==> src/rtl/mips_pkg.sv <==
// mips_pkg: shared types and constants for the multiply/divide unit.
package mips_pkg;
    typedef enum logic [1:0] {
        OP_MULT  = 2'b00,
        OP_MULTU = 2'b01,
        OP_DIV   = 2'b10,
        OP_DIVU  = 2'b11
    } md_op_t;
    typedef enum logic [1:0] {
        ST_IDLE = 2'b00,
        ST_CALC = 2'b01,
        ST_FIX  = 2'b10
    } md_state_t;
    localparam int MD_ITERS = 32;
endpackage

==> src/rtl/muldiv_step.sv <==
// muldiv_step: one shift-add multiply or restoring-divide iteration on unsigned magnitudes.
module muldiv_step #(
    parameter int WIDTH = 32
) (
    input  logic [2*WIDTH-1:0] acc_i,
    input  logic [WIDTH-1:0]   operand_i,
    input  logic               div_i,
    output logic [2*WIDTH-1:0] acc_o
);
    logic [WIDTH:0]   sum, shifted;
    logic [WIDTH-1:0] diff;
    logic             ge;
    always_comb begin
        sum     = {1'b0, acc_i[2*WIDTH-1:WIDTH]} + (acc_i[0] ? {1'b0, operand_i} : '0);
        shifted = {acc_i[2*WIDTH-1:WIDTH], acc_i[WIDTH-1]};
        ge      = shifted >= {1'b0, operand_i};
        diff    = shifted[WIDTH-1:0] - operand_i;
        // multiply: upper half accumulates, multiplier shifts out of the lower half
        // divide: upper half is the remainder, quotient bits shift into the lower half
        acc_o   = !div_i ? {sum, acc_i[WIDTH-1:1]}
                : ge     ? {diff, acc_i[WIDTH-2:0], 1'b1}
                         : {shifted[WIDTH-1:0], acc_i[WIDTH-2:0], 1'b0};
    end
endmodule

==> src/rtl/muldiv_unit.sv <==
// muldiv_unit: iterative MULT/MULTU/DIV/DIVU unit owning the HI/LO registers.
module muldiv_unit
    import mips_pkg::*;
#(
    parameter int WIDTH = 32
) (
    input  logic             clk,
    input  logic             rst,
    input  logic             start,
    input  logic [1:0]       op,
    input  logic [WIDTH-1:0] src_a,
    input  logic [WIDTH-1:0] src_b,
    input  logic             flush,
    input  logic             mthi,
    input  logic             mtlo,
    input  logic [WIDTH-1:0] wdata,
    output logic             busy,
    output logic             done,
    output logic [WIDTH-1:0] hi,
    output logic [WIDTH-1:0] lo
);
    localparam int CW = $clog2(MD_ITERS);
    md_state_t          state_q, state_d;
    md_op_t             op_q, op_d;
    logic [CW-1:0]      cnt_q, cnt_d;
    logic [2*WIDTH-1:0] acc_q, acc_d, acc_step, prod;
    logic [WIDTH-1:0]   opnd_q, opnd_d, hi_q, hi_d, lo_q, lo_d;
    logic [WIDTH-1:0]   mag_a, mag_b, quo, rem;
    logic               sign_a_q, sign_a_d, sign_b_q, sign_b_d;
    logic               busy_q, busy_d, done_q, done_d;
    logic               is_signed, go;

    muldiv_step #(.WIDTH(WIDTH)) u_step (
        .acc_i     (acc_q),
        .operand_i (opnd_q),
        .div_i     (op_q[1]),
        .acc_o     (acc_step)
    );

    always_ff @(posedge clk) begin
        if (rst) begin
            state_q  <= ST_IDLE;
            op_q     <= OP_MULT;
            cnt_q    <= '0;
            acc_q    <= '0;
            opnd_q   <= '0;
            sign_a_q <= 1'b0;
            sign_b_q <= 1'b0;
            hi_q     <= '0;
            lo_q     <= '0;
            busy_q   <= 1'b0;
            done_q   <= 1'b0;
        end else begin
            state_q  <= state_d;
            op_q     <= op_d;
            cnt_q    <= cnt_d;
            acc_q    <= acc_d;
            opnd_q   <= opnd_d;
            sign_a_q <= sign_a_d;
            sign_b_q <= sign_b_d;
            hi_q     <= hi_d;
            lo_q     <= lo_d;
            busy_q   <= busy_d;
            done_q   <= done_d;
        end
    end

    always_comb begin
        state_d = state_q;
        if (flush)
            state_d = ST_IDLE;
        else
            case (state_q)
                ST_IDLE: state_d = start ? ST_CALC : ST_IDLE;
                ST_CALC: state_d = cnt_q == CW'(MD_ITERS - 1) ? ST_FIX : ST_CALC;
                default: state_d = ST_IDLE;
            endcase
    end

    always_comb begin
        go        = state_q == ST_IDLE && start && !flush;
        is_signed = !op[0];
        mag_a     = (is_signed && src_a[WIDTH-1]) ? -src_a : src_a;
        mag_b     = (is_signed && src_b[WIDTH-1]) ? -src_b : src_b;
        prod      = (sign_a_q ^ sign_b_q) ? -acc_q : acc_q;
        quo       = (sign_a_q ^ sign_b_q) ? -acc_q[WIDTH-1:0] : acc_q[WIDTH-1:0];
        rem       = sign_a_q ? -acc_q[2*WIDTH-1:WIDTH] : acc_q[2*WIDTH-1:WIDTH];
        op_d      = op_q;
        sign_a_d  = sign_a_q;
        sign_b_d  = sign_b_q;
        acc_d     = state_q == ST_CALC ? acc_step : acc_q;
        opnd_d    = opnd_q;
        hi_d      = hi_q;
        lo_d      = lo_q;
        done_d    = 1'b0;
        cnt_d     = (state_q == ST_CALC && !flush) ? cnt_q + 1'b1 : '0;
        busy_d    = state_d != ST_IDLE;
        if (go) begin
            op_d     = md_op_t'(op);
            sign_a_d = is_signed && src_a[WIDTH-1];
            sign_b_d = is_signed && src_b[WIDTH-1];
            acc_d    = {{WIDTH{1'b0}}, op[1] ? mag_a : mag_b};
            opnd_d   = op[1] ? mag_b : mag_a;
        end
        // a zero divisor leaves the dividend in the remainder, so only LO needs forcing
        if (state_q == ST_FIX && !flush) begin
            hi_d   = op_q[1] ? rem : prod[2*WIDTH-1:WIDTH];
            lo_d   = op_q[1] ? (opnd_q == '0 ? '1 : quo) : prod[WIDTH-1:0];
            done_d = 1'b1;
        end
        if (state_q == ST_IDLE && !start) begin
            hi_d = mthi ? wdata : hi_d;
            lo_d = mtlo ? wdata : lo_d;
        end
    end

    assign busy = busy_q;
    assign done = done_q;
    assign hi   = hi_q;
    assign lo   = lo_q;
endmodule

==> config.mk <==
export PLATFORM = sky130hd
export DESIGN_NAME = muldiv_unit
export DESIGN_NICKNAME = d
export VERILOG_FILES = /design/src/rtl/mips_pkg.sv /design/src/rtl/muldiv_step.sv /design/src/rtl/muldiv_unit.sv
export SDC_FILE = /design/constraint.sdc
export NUM_CORES = 1
export LEC_CHECK = 0
export ABC_CLOCK_PERIOD_IN_PS = 4100
export CORE_MARGIN = 2
export CORE_UTILIZATION = 56
export DETAILED_ROUTE_END_ITERATION = 12
export PLACE_DENSITY_LB_ADDON = 0.3
export SYNTH_ARGS = -nofsm -noshare
export SYNTH_HDL_FRONTEND = slang
export SYNTH_SLANG_ARGS = --single-unit
==> constraint.sdc <==
create_clock -name clk -period 4.1 [get_ports clk]
set_input_delay 0.82 -clock clk [delete_from_list [all_inputs] [get_ports clk]]
set_output_delay 0.82 -clock clk [all_outputs]
set_load 0.01 [all_outputs]
# ---- Yosys cells after proc, flatten, opt, wreduce, memory -nomap -nowiden
# Cells that the tools add are included.
dict set report totals {
  regBits 173
  wordCells 68
  out_inout_bits 66
  inputBits 104
}
dict set report op_classes {
  order_cmp 1
  add_sub_neg 8
  n_bitwise 2
  n_eq_ne 3
  n_reduce_logical 16
  n_mux 26
}
# op n
set op_table {}
lappend op_table {{2-to-1 mux 32 bit} 18}
lappend op_table {{2-to-1 mux 64 bit} 3}
lappend op_table {{negator 32 bit} 4}
lappend op_table {{negator 64 bit} 1}
lappend op_table {{adder 32 x 32 -> 33 bit} 1}
lappend op_table {{greater-or-equal comparator 33 x 32 -> 1 bit} 1}
lappend op_table {{zero test 32 bit} 1}
lappend op_table {{subtractor 32 bit} 1}
lappend op_table {{logical AND 1 bit} 7}
lappend op_table {{adder 5 x 1 -> 5 bit (second input constant)} 1}
lappend op_table {{equality test 5 bit (second input constant)} 1}
lappend op_table {{2-to-1 mux 2 bit} 2}
lappend op_table {{case mux 2 bit (2 select lines)} 1}
lappend op_table {{nonzero test 2 bit} 2}
lappend op_table {{OR reduction 2 bit} 2}
lappend op_table {{zero test 1 bit} 3}
lappend op_table {{equality test 2 x 1 -> 1 bit (second input constant)} 1}
lappend op_table {{equality test 2 bit (second input constant)} 1}
lappend op_table {{zero test 2 bit} 1}
lappend op_table {{2-to-1 mux 1 bit} 2}
lappend op_table {{inverter 1 bit} 1}
lappend op_table {{bitwise XOR 1 bit} 1}

# ---- Logic depth before layout (Yosys ltp)
# Gate-level depths: netlist (run 1).
dict set report logic_depth {
  depth_word 7
  ltp_mapped 15
  mapped_depth_nobuf 13
}

# ---- Modules after synthesis
# Synthesis (run 1) repeated with hierarchy kept, for this count alone.
dict set report unflattened {
  cells_unflattened 2065
  area_unflattened_um2 15205.8
}
# mod area_each_um2 seq_area_each_um2 n_inst cells_per_inst
set by_module_without_submodules {}
lappend by_module_without_submodules {muldiv_unit 10477.5 3443.3 1 1364}
lappend by_module_without_submodules {muldiv_step 4728.3 0.0 1 701}

# ---- Least setup slack after synthesis (run 1)
# OpenSTA, ideal clock, no wires.
dict set report synth_timing {
  path_type {register to register}
  startpoint {reg acc_q[0]}
  endpoint {reg acc_q[53]}
  setup_ns 0.070
  arrival_ns 3.204
  stages_incl_launch_ff 15
  n_path_buf 2
  period_less_slack_ns 3.274
  required_ns 4.030
  setup_slack_ns 0.826
  path_cell_list {dfxtp_1 > clkbuf_1 > inv_1 > clkbuf_1 > nor2_1 > ha_1 > o211ai_1 > o21a_1 > a2111oi_0 > o21ai_0 > o21ai_0 > a21boi_0 > xnor2_1 > a311o_1 > a21oi_1}
}
dict set report synth_via {
  elab_chain_cells 3
}
# element line_no
set synth_lines {}
lappend synth_lines {{from (decl)} muldiv_unit.sv:26} ;# logic [2*WIDTH-1:0] acc_q, acc_d, acc_step, prod;
lappend synth_lines {{from (signal assigned)} muldiv_unit.sv:45} ;# acc_q <= '0;
lappend synth_lines {{from (signal assigned)} muldiv_unit.sv:57} ;# acc_q <= acc_d;
lappend synth_lines {{2-to-1 mux 32 bit} muldiv_step.sv:14} ;# sum = {1'b0, acc_i[2*WIDTH-1:WIDTH]} + (acc_i[0] ? {1'b0, operand_i} : '0);
lappend synth_lines {{adder 32 x 32 -> 33 bit} muldiv_step.sv:14}
lappend synth_lines {{2-to-1 mux 64 bit} muldiv_step.sv:20} ;# acc_o = !div_i ? {sum, acc_i[WIDTH-1:1]}
# Every way passes these cells.
# A chain may end at the register's enable or synchronous reset.

# ---- Worst setup path in the final report (run 1)
# Same ends and word-level chain as after synthesis.

==> summary.md, run 1 <==
## Clock tree
• **TritonCTS Buffers** 17
• **master cell of the clock root buffer** clkbuf_16
• **TritonCTS clock tree** done
• **maximum buffer depth of the clock tree** 2
• **count of H-tree levels built during CTS** 4
• **number of clock sinks** 172
• **clock-pin slew on the worst setup and hold paths** 0.08 ns
• **later-pin clock latency in the skew report** 0.45 ns

## Detailed routing
• **DR iter-0 viols** 2076
• **Detail Route Antenna Nets** 0
• **First-pass DRT Iterations** 8
• **post-detailed-route via-to-cell ratio** 6.57
• **aggregate routed wire length** 55100 µm
• **drt drc** 0
• **Routed WL per cell** 21.9 µm
• **via count** 16500

## GRT
• **GRT Total Usage** 38.0%
• **busiest grt layer** met2
• **number of antenna violations at the first check in global routing** 0
• **global routing usage on met2** 58.5%
• **aggregate global routing overflow** 0
• **global-route wire length before repair** 84800 µm
• **vias in the first global route** 15200
• **pin count of the biggest net entering global routing** 68
• **met1 Usage GRT** 52.0%
• **global-route track usage on met3** 6.08%

## Layout
• **final antenna diode count** 0
• **final cell area excluding filler cells** 17600 µm²
• **Area growth, synth to finish** 18.1%
• **share of layout cells above drive strength 1** 7.30%
• **area occupied by registers** 3440 µm²
• **# nets final** 2341
• **area used by multi-input combinational logic** 10600 µm²
• **number of fillers in the final layout** 2290

## Yosys
• **share of flip-flops with an asynchronous set or reset after synthesis** 0%
• **Yosys warning total** 0
• **count of flip-flops with a built-in enable after synthesis** 0
• **most numerous cell types in the synthesized netlist** a21oi_1, nor2_1, nand2_1, dfxtp_1, clkbuf_1
• **flops & latches, synth** 172
• **number of different library cells in the post-synthesis netlist** 87
• **Most used DFF post-synth** dfxtp_1
• **Syn Inst Count** 2049
• **fraction of synthesized cell area taken by the top area cell type** 23.1%
• **area of the mapped netlist** 14900 µm²
• **net count after synthesis** 2225
• **most frequently used cell type in the post-synthesis netlist** a21oi_1
• **top area cells in the synthesized netlist** dfxtp_1, a21oi_1, ha_1, xnor2_1, nor2_1
• **cell accounting for the most synthesized area** dfxtp_1
• **sequential cell area fraction in the yosys report** 23.1%
• **Avg Synthesized Cell Area** 7.26 µm²

## Placed design
• **routability-driven placement congestion ratio** 1.02
• **cell area after placement** 16900 µm²
• **number of I/O port buffers** 169
• **post-DP HPWL** 42700 µm

## Power
• **Power Total** 5.72 mW
• **internal power component** 3.50 mW
• **sw power** 2.22 mW
• **leakage power summed over all cells** 6.76 nW
• **Power Dens Cells** 325 nW/µm²
• **clock share of power** 30.8%
• **switching share of power** 38.7%
• **Max VDD drop** 0.000235 V
• **combinational share of power** 36.2%
• **portion of total power attributed to sequential cells** 33.0%

## Worst setup path
• **critical path peak fanout** 8
• **destination of the critical timing path** acc_q[53]$_SDFFE_PP0P_
• **reg-to-reg critical path startpoint** acc_q[0]$_SDFFE_PP0P_
• **source of the critical timing path** acc_q[0]$_SDFFE_PP0P_
• **critical path capture point type** register
• **endpoint arrival time on the critical path** 4.08 ns
• **crit path kind** register to register
• **r2r endpoint** acc_q[53]$_SDFFE_PP0P_
• **worst-case register-to-register setup slack** 0.38 ns
• **Register-to-Register Path Depth** 13
• **type of element launching the critical path** register
• **CP Data Required Time** 4.46 ns

## Die
• **Die Width** 167 µm
• **Die Footprint** 27900 µm²
• **initial standard-cell utilization of the core** 57.1%
• **I/O Pins** 170
• **core area** 26100 µm²
• **Die Y** 167 µm
• **row cnt** 59

## STA
• **slew at the pin closest to its max-slew limit** 1.00 ns
• **final setup skew** 0.0203 ns
• **fin crit share** 90.7%
• **count of endpoints failing setup in the final report** 0
• **Final Hold Viols** 0
• **worst slew margin relative to its limit** 33.0%
• **total count of max-transition violations in the final report** 0
• **minimum period implied by the final worst setup slack** 3.72 ns
• **unrepaired setup endpoints after global routing** no
• **TNS Setup** 0 ns
• **FMAX** 269 MHz

## Flow run
• **maxcap violations** 0

## Status
• **status** completed

## Worst hold path
• **Min-Delay Path Class** register to register

-- what timing repair did --
item | 4_1_cts | 5_1_grt
buffers inserted | 0 | 0
endpoints found under the setup margin | 0 | 1
hold buffers | 0 | 0
gates resized for setup | 0 | 1
-- per-layer routing --
metal	vias up	part of all wire, %
li1	7725	-
met1	7633	42
met2	1006	43
met3	155	9.8
met4	0	5.1
met5	-	0
-- cell usage in the layout (no fill, tap or decap), drive strengths merged, types with 12 or more instances in the layout --
cell           Yosys  final
a211oi            37     37
a21o              21     21
a21oi            231    231
a31oi             21     21
and2              15     15
buf               19     72
clkbuf           122     17
clkdlybuf4s50      0    167
dfxtp            172    172
ha                70     70
inv               67     73
mux2i             47     47
nand2            200    200
nand2b            17     17
nand3             28     28
nand4             25     25
nor2             229    229
nor2b             12     12
nor3              64     64
nor4              29     29
o211ai            59     59
o21a              16     16
o21ai            121    121
o221ai            32     32
o22ai             33     33
o31ai             26     26
or3               25     25
or4               13     13
xnor2             99     99
xor2              69     69
-- layout make-up --
| type | count | share of cell area (%) |
|---|---|---|
| clock buffer | 17 | 2.42 |
| clock inverter | 15 | 1.21 |
| inverter | 67 | 1.43 |
| multi-input combinational | 1668 | 60.4 |
| sequential | 172 | 19.6 |
| tap | 335 | 2.38 |
| timing repair buffer | 239 | 12.6 |
-- registers in the layout, indices dropped and copies added (netlist names) --
name	cells
acc_q	64
busy	1
cnt_q	5
done	1
hi	32
lo	32
op_q	1
opnd_q	32
sign_a_q	1
sign_b_q	1
state_q	2
-- worst max-delay path, stage by stage, from the launching register on --
cell	delay, ns
dfxtp_1	0.35
inv_1	0.28
buf_4	0.23
nor2_1	0.05
ha_1	0.40
o21a_1	0.15
o21ai_0	0.09
a2111oi_1	0.72
o21ai_0	0.21
o21ai_0	0.35
a21boi_0	0.20
xnor2_1	0.16
a311o_1	0.35
a21oi_1	0.11
-- worst min-delay path by stage --
stage | start | end | slack, ns | depth (start not counted)
3_5_place_dp | opnd_q[15]$_SDFFE_PP0P_ | opnd_q[15]$_SDFFE_PP0P_ | 0.45 | 2
4_1_cts | opnd_q[15]$_SDFFE_PP0P_ | opnd_q[15]$_SDFFE_PP0P_ | 0.46 | 2
5_1_grt | opnd_q[15]$_SDFFE_PP0P_ | opnd_q[15]$_SDFFE_PP0P_ | 0.49 | 2
2_1_floorplan | cnt_q[0]$_SDFF_PP0_ | cnt_q[0]$_SDFF_PP0_ | 0.42 | 1
3_3_place_gp | cnt_q[0]$_SDFF_PP0_ | cnt_q[0]$_SDFF_PP0_ | 0.43 | 1
6_report | opnd_q[15]$_SDFFE_PP0P_ | opnd_q[15]$_SDFFE_PP0P_ | 0.46 | 2
-- power by group through the flow --
| stage | clock, mW | combinational (mW) | sequential [mW] |
|---|---|---|---|
| 6_report | 1.76 | 2.07 | 1.89 |
| 5_1_grt | 1.82 | 2.22 | 1.90 |
| 4_1_cts | 1.75 | 2.02 | 1.88 |
| 3_5_place_dp | 0 | 2.00 | 1.92 |
| 3_3_place_gp | 0 | 1.98 | 1.92 |
| 2_1_floorplan | 0 | 1.33 | 1.89 |
-- metrics by stage --
stage                     instances  utilization [%]  setup slack, ns  hold slack [ns]
after floorplan                2049                -            0.826            0.418
after global placement         2481             65.0            0.269            0.426
final                          2513             67.5            0.380            0.458
after CTS                      2513             67.5            0.366            0.463
after global routing           2513             67.5            0.141            0.492
after detailed placement       2481             65.0            0.243            0.453
-- logic make-up (layout without fill, tap and decap cells) --
family / Yosys count / count (layout) / share of synthesized area (%)
AO/OA/AOI/OAI: 674 / 674 / 28.7
XOR/XNOR: 168 / 168 / 9.89
adder cells (fa/ha/maj): 72 / 72 / 6.15
buffers and inverters: 209 / 338 / 5.74
flip-flops: 172 / 172 / 23.1
multiplexers: 57 / 57 / 3.92
AND/OR/NAND/NOR: 697 / 697 / 22.4
Note: power is estimated with default switching activity, not from simulation.
==> inputs of run 2 (changes only) <==
- CORE_ASPECT_RATIO: unset -> 1.1
==> run 2 against run 1 <==
Compared with the run above: combinational power about the same; global-route usage grew 0.49 points; sequential cell count did not move; register-to-register slack better by 0.09 ns; worst setup slack improved by 0.091 ns; core utilization fell by 0.38 points; non-clock buffer count decreased by 6; highest routed layer unchanged; sequential share of layout area is essentially flat; largest cell class unchanged; critical path type unchanged; total power shrank 1.7%; critical endpoint is now acc_q[63]$_SDFFE_PP0P_; largest power group unchanged.
==> summary.md, run 2 (synthesis results as in run 1) <==
## STA
• **FMAX** 276 MHz, +2.5%
• **total count of max-transition violations in the final report** 0, unchanged
• **Final Hold Viols** 0, unchanged
• **TNS Setup** 0 ns, unchanged
• **unrepaired setup endpoints after global routing** no
• **final setup slack of the worst path** 0.471 ns, +0.0907 ns
• **fin crit share** 88.5%, -2.2 points
• **final setup skew** 0.0170 ns, -0.00334 ns
• **worst slew margin relative to its limit** 43.5%, +10 points
• **count of endpoints failing setup in the final report** 0, unchanged
• **minimum period implied by the final worst setup slack** 3.63 ns, -0.0907 ns
• **slew at the pin closest to its max-slew limit** 0.845 ns, -0.158 ns

## Detailed routing
• **post-detailed-route via-to-cell ratio** 6.58, about the same
• **Routed WL per cell** 21.9 µm, -0.39%
• **drt drc** 0, unchanged
• **First-pass DRT Iterations** 6, -2
• **Detail Route Antenna Nets** 0, unchanged
• **aggregate routed wire length** 55200 µm, about the same
• **DR iter-0 viols** 2042, -1.6%
• **via count** 16600, +0.48%

## Power
• **portion of total power attributed to sequential cells** 33.7%, +0.7 points
• **combinational share of power** 36.5%, +0.3 points
• **internal power component** 3.43 mW, -2.2%
• **Max VDD drop** 0.000304 V, +30%
• **leakage power summed over all cells** 6.73 nW, -0.51%
• **sw power** 2.20 mW, -0.74%
• **Power Dens Cells** 321 nW/µm², -1.4%
• **clock share of power** 29.8%, -1.0 points
• **switching share of power** 39.1%, +0.36 points

## Clock tree
• **later-pin clock latency in the skew report** 0.46 ns, about the same
• **maximum buffer depth of the clock tree** 2, unchanged
• **number of buffers inserted for hold repair after clock tree synthesis** 0, unchanged
• **count of H-tree levels built during CTS** 4, unchanged
• **TritonCTS Buffers** 17, unchanged
• **number of instances resized during post-cts repair** 0, unchanged
• **TritonCTS clock tree** done
• **number of clock sinks** 172, unchanged
• **number of setup buffers added after CTS** 0, unchanged
• **master cell of the clock root buffer** clkbuf_16
• **clock-pin slew on the worst setup and hold paths** 0.08 ns, about the same

## GRT
• **global-route track usage on met3** 6.60%, +0.51 points
• **met1 Usage GRT** 50.4%, -1.5 points
• **vias in the first global route** 15100, -0.76%
• **pin count of the biggest net entering global routing** 82, +21%
• **global-route wire length before repair** 85300 µm, +0.51%
• **number of antenna violations at the first check in global routing** 0, unchanged
• **GRT Total Usage** 38.5%, +0.49 points
• **global routing usage on met2** 60.6%, +2.1 points
• **busiest grt layer** met2
• **aggregate global routing overflow** 0, unchanged

## Die
• **Die Footprint** 27900 µm², about the same
• **Die Y** 175 µm, +4.8%
• **Die Width** 159 µm, -4.5%
• **row cnt** 62, +5.1%
• **I/O Pins** 170, unchanged
• **core area** 26100 µm², +0.32%
• **initial standard-cell utilization of the core** 56.9%, -0.18 points

## Worst setup path
• **CP Data Required Time** 4.39 ns, -0.07 ns
• **type of element launching the critical path** register
• **number of buffers and inverters on the critical path** 2, unchanged
• **delay-heaviest family, CP** compound AO/OA/AOI/OAI gates
• **slowest stage cell on the critical path** fa_1
• **critical path capture point type** register
• **CP cell instances** inv_1 > nor2_1 > fa_1 > a211oi_1 > o21a_1 > a2111oi_0 > buf_4 > o2111a_1 > or2_2 > a311oi_1 > o211ai_1 > o211ai_1 > a221oi_1
• **endpoint arrival time on the critical path** 3.92 ns, -0.16 ns
• **critical path peak fanout** 9, +1
• **most prevalent standard cell on the critical path** o211ai_1
• **maximum single-stage delay on the critical path** 0.47 ns, -0.25 ns
• **crit path kind** register to register

## Worst hold path
• **Min-Delay Path Class** register to register

## Layout
• **most common library cell in the layout ignoring fill and taps** a21oi_1
• **Biggest register** acc_q
• **final core area utilization** 67.1%, -0.38 points
• **leading cell types in the layout, fill and taps excluded** a21oi_1, nor2_1, nand2_1, dfxtp_1, clkdlybuf4s50_1
• **number of cells in the finished layout apart from fillers** 2524, +0.44%
• **Area growth, synth to finish** 17.8%
• **# nets final** 2335, -0.26%
• **max FFs per register** 64, unchanged
• **share of layout cells above drive strength 1** 7.00%, -0.30 points
• **final antenna diode count** 0, unchanged

## Flow run
• **maxcap violations** 0, unchanged

## Placed design
• **number of I/O port buffers** 169, unchanged
• **routability-driven placement congestion ratio** 1.03, +0.81%
• **worst setup slack after placement** 0.126 ns, -0.116 ns
• **post-DP HPWL** 42600 µm, -0.22%
• **number of placed instances, taps included** 2492, +0.44%

## Status
• **status** completed

run 2: cell types whose count changed in the layout (fill, tap and decap cells not counted), moves of 2 or more:
cell,delta
buf_12,+2
clkinvlp_4,-2
buf_4,-9
clkinv_8,-2
inv_6,+4
run 2: worst paths after layout:
kind                         startpoint                     end  slack, ns  cells after the start
setup / recovery  acc_q[0]$_SDFFE_PP0P_  acc_q[63]$_SDFFE_PP0P_       0.47                     13
hold reg to reg     cnt_q[0]$_SDFF_PP0_     cnt_q[0]$_SDFF_PP0_       0.45                      1
hold / removal      cnt_q[0]$_SDFF_PP0_     cnt_q[0]$_SDFF_PP0_       0.45                      1
setup reg to reg  acc_q[0]$_SDFFE_PP0P_  acc_q[63]$_SDFFE_PP0P_       0.47                     13
run 2: metal layers:
| layer | share of wire, % | wire length (µm) | vias up |
|---|---|---|---|
| li1 | - | - | 7754 |
| met2 | 44 | 24200 | 937 |
| met1 | 41 | 22500 | 7748 |
| met4 | 5.9 | 3260 | 0 |
| met5 | 0 | 0 | - |
| met3 | 9.3 | 5120 | 159 |
run 2: worst register-to-register path, delay by kind of cell, from the launching register on:
kind | cells | cell delay [ns]
AOI/OAI and AO/OA | 8 | 1.76
adders and majority gates | 1 | 0.47
buffers and inverters | 2 | 0.43
DFF | 1 | 0.37
and+or+nand+nor | 2 | 0.44
run 2: power by group through the flow:
stage / clock network (mW) / registers, mW / logic [mW]
after global routing: 1.73 / 1.91 / 2.20
after global placement: 0 / 1.92 / 1.97
after detailed placement: 0 / 1.93 / 1.99
final: 1.67 / 1.90 / 2.05
after CTS: 1.67 / 1.89 / 2.00
after floorplan: 0 / 1.89 / 1.33
run 2: stage by stage:
step	power [mW]	hold WS, ns	cell area [µm²]
after floorplan	3.22	0.418	14900
after global placement	3.89	0.428	16900
after detailed placement	3.92	0.446	16900
after CTS	5.56	0.457	17500
after global routing	5.84	0.474	17500
final	5.63	0.455	17500
run 2: final cells by class:
| cell class | instances | area [µm²] |
|---|---|---|
| clock inverters | 14 | 168 |
| multi-input cells | 1668 | 10600 |
| flip-flops and latches | 172 | 3440 |
| repair buffers | 233 | 2190 |
| fillers | 2276 | 8610 |
| well taps | 352 | 440 |
| inverters | 67 | 251 |
| clock buffers | 18 | 429 |
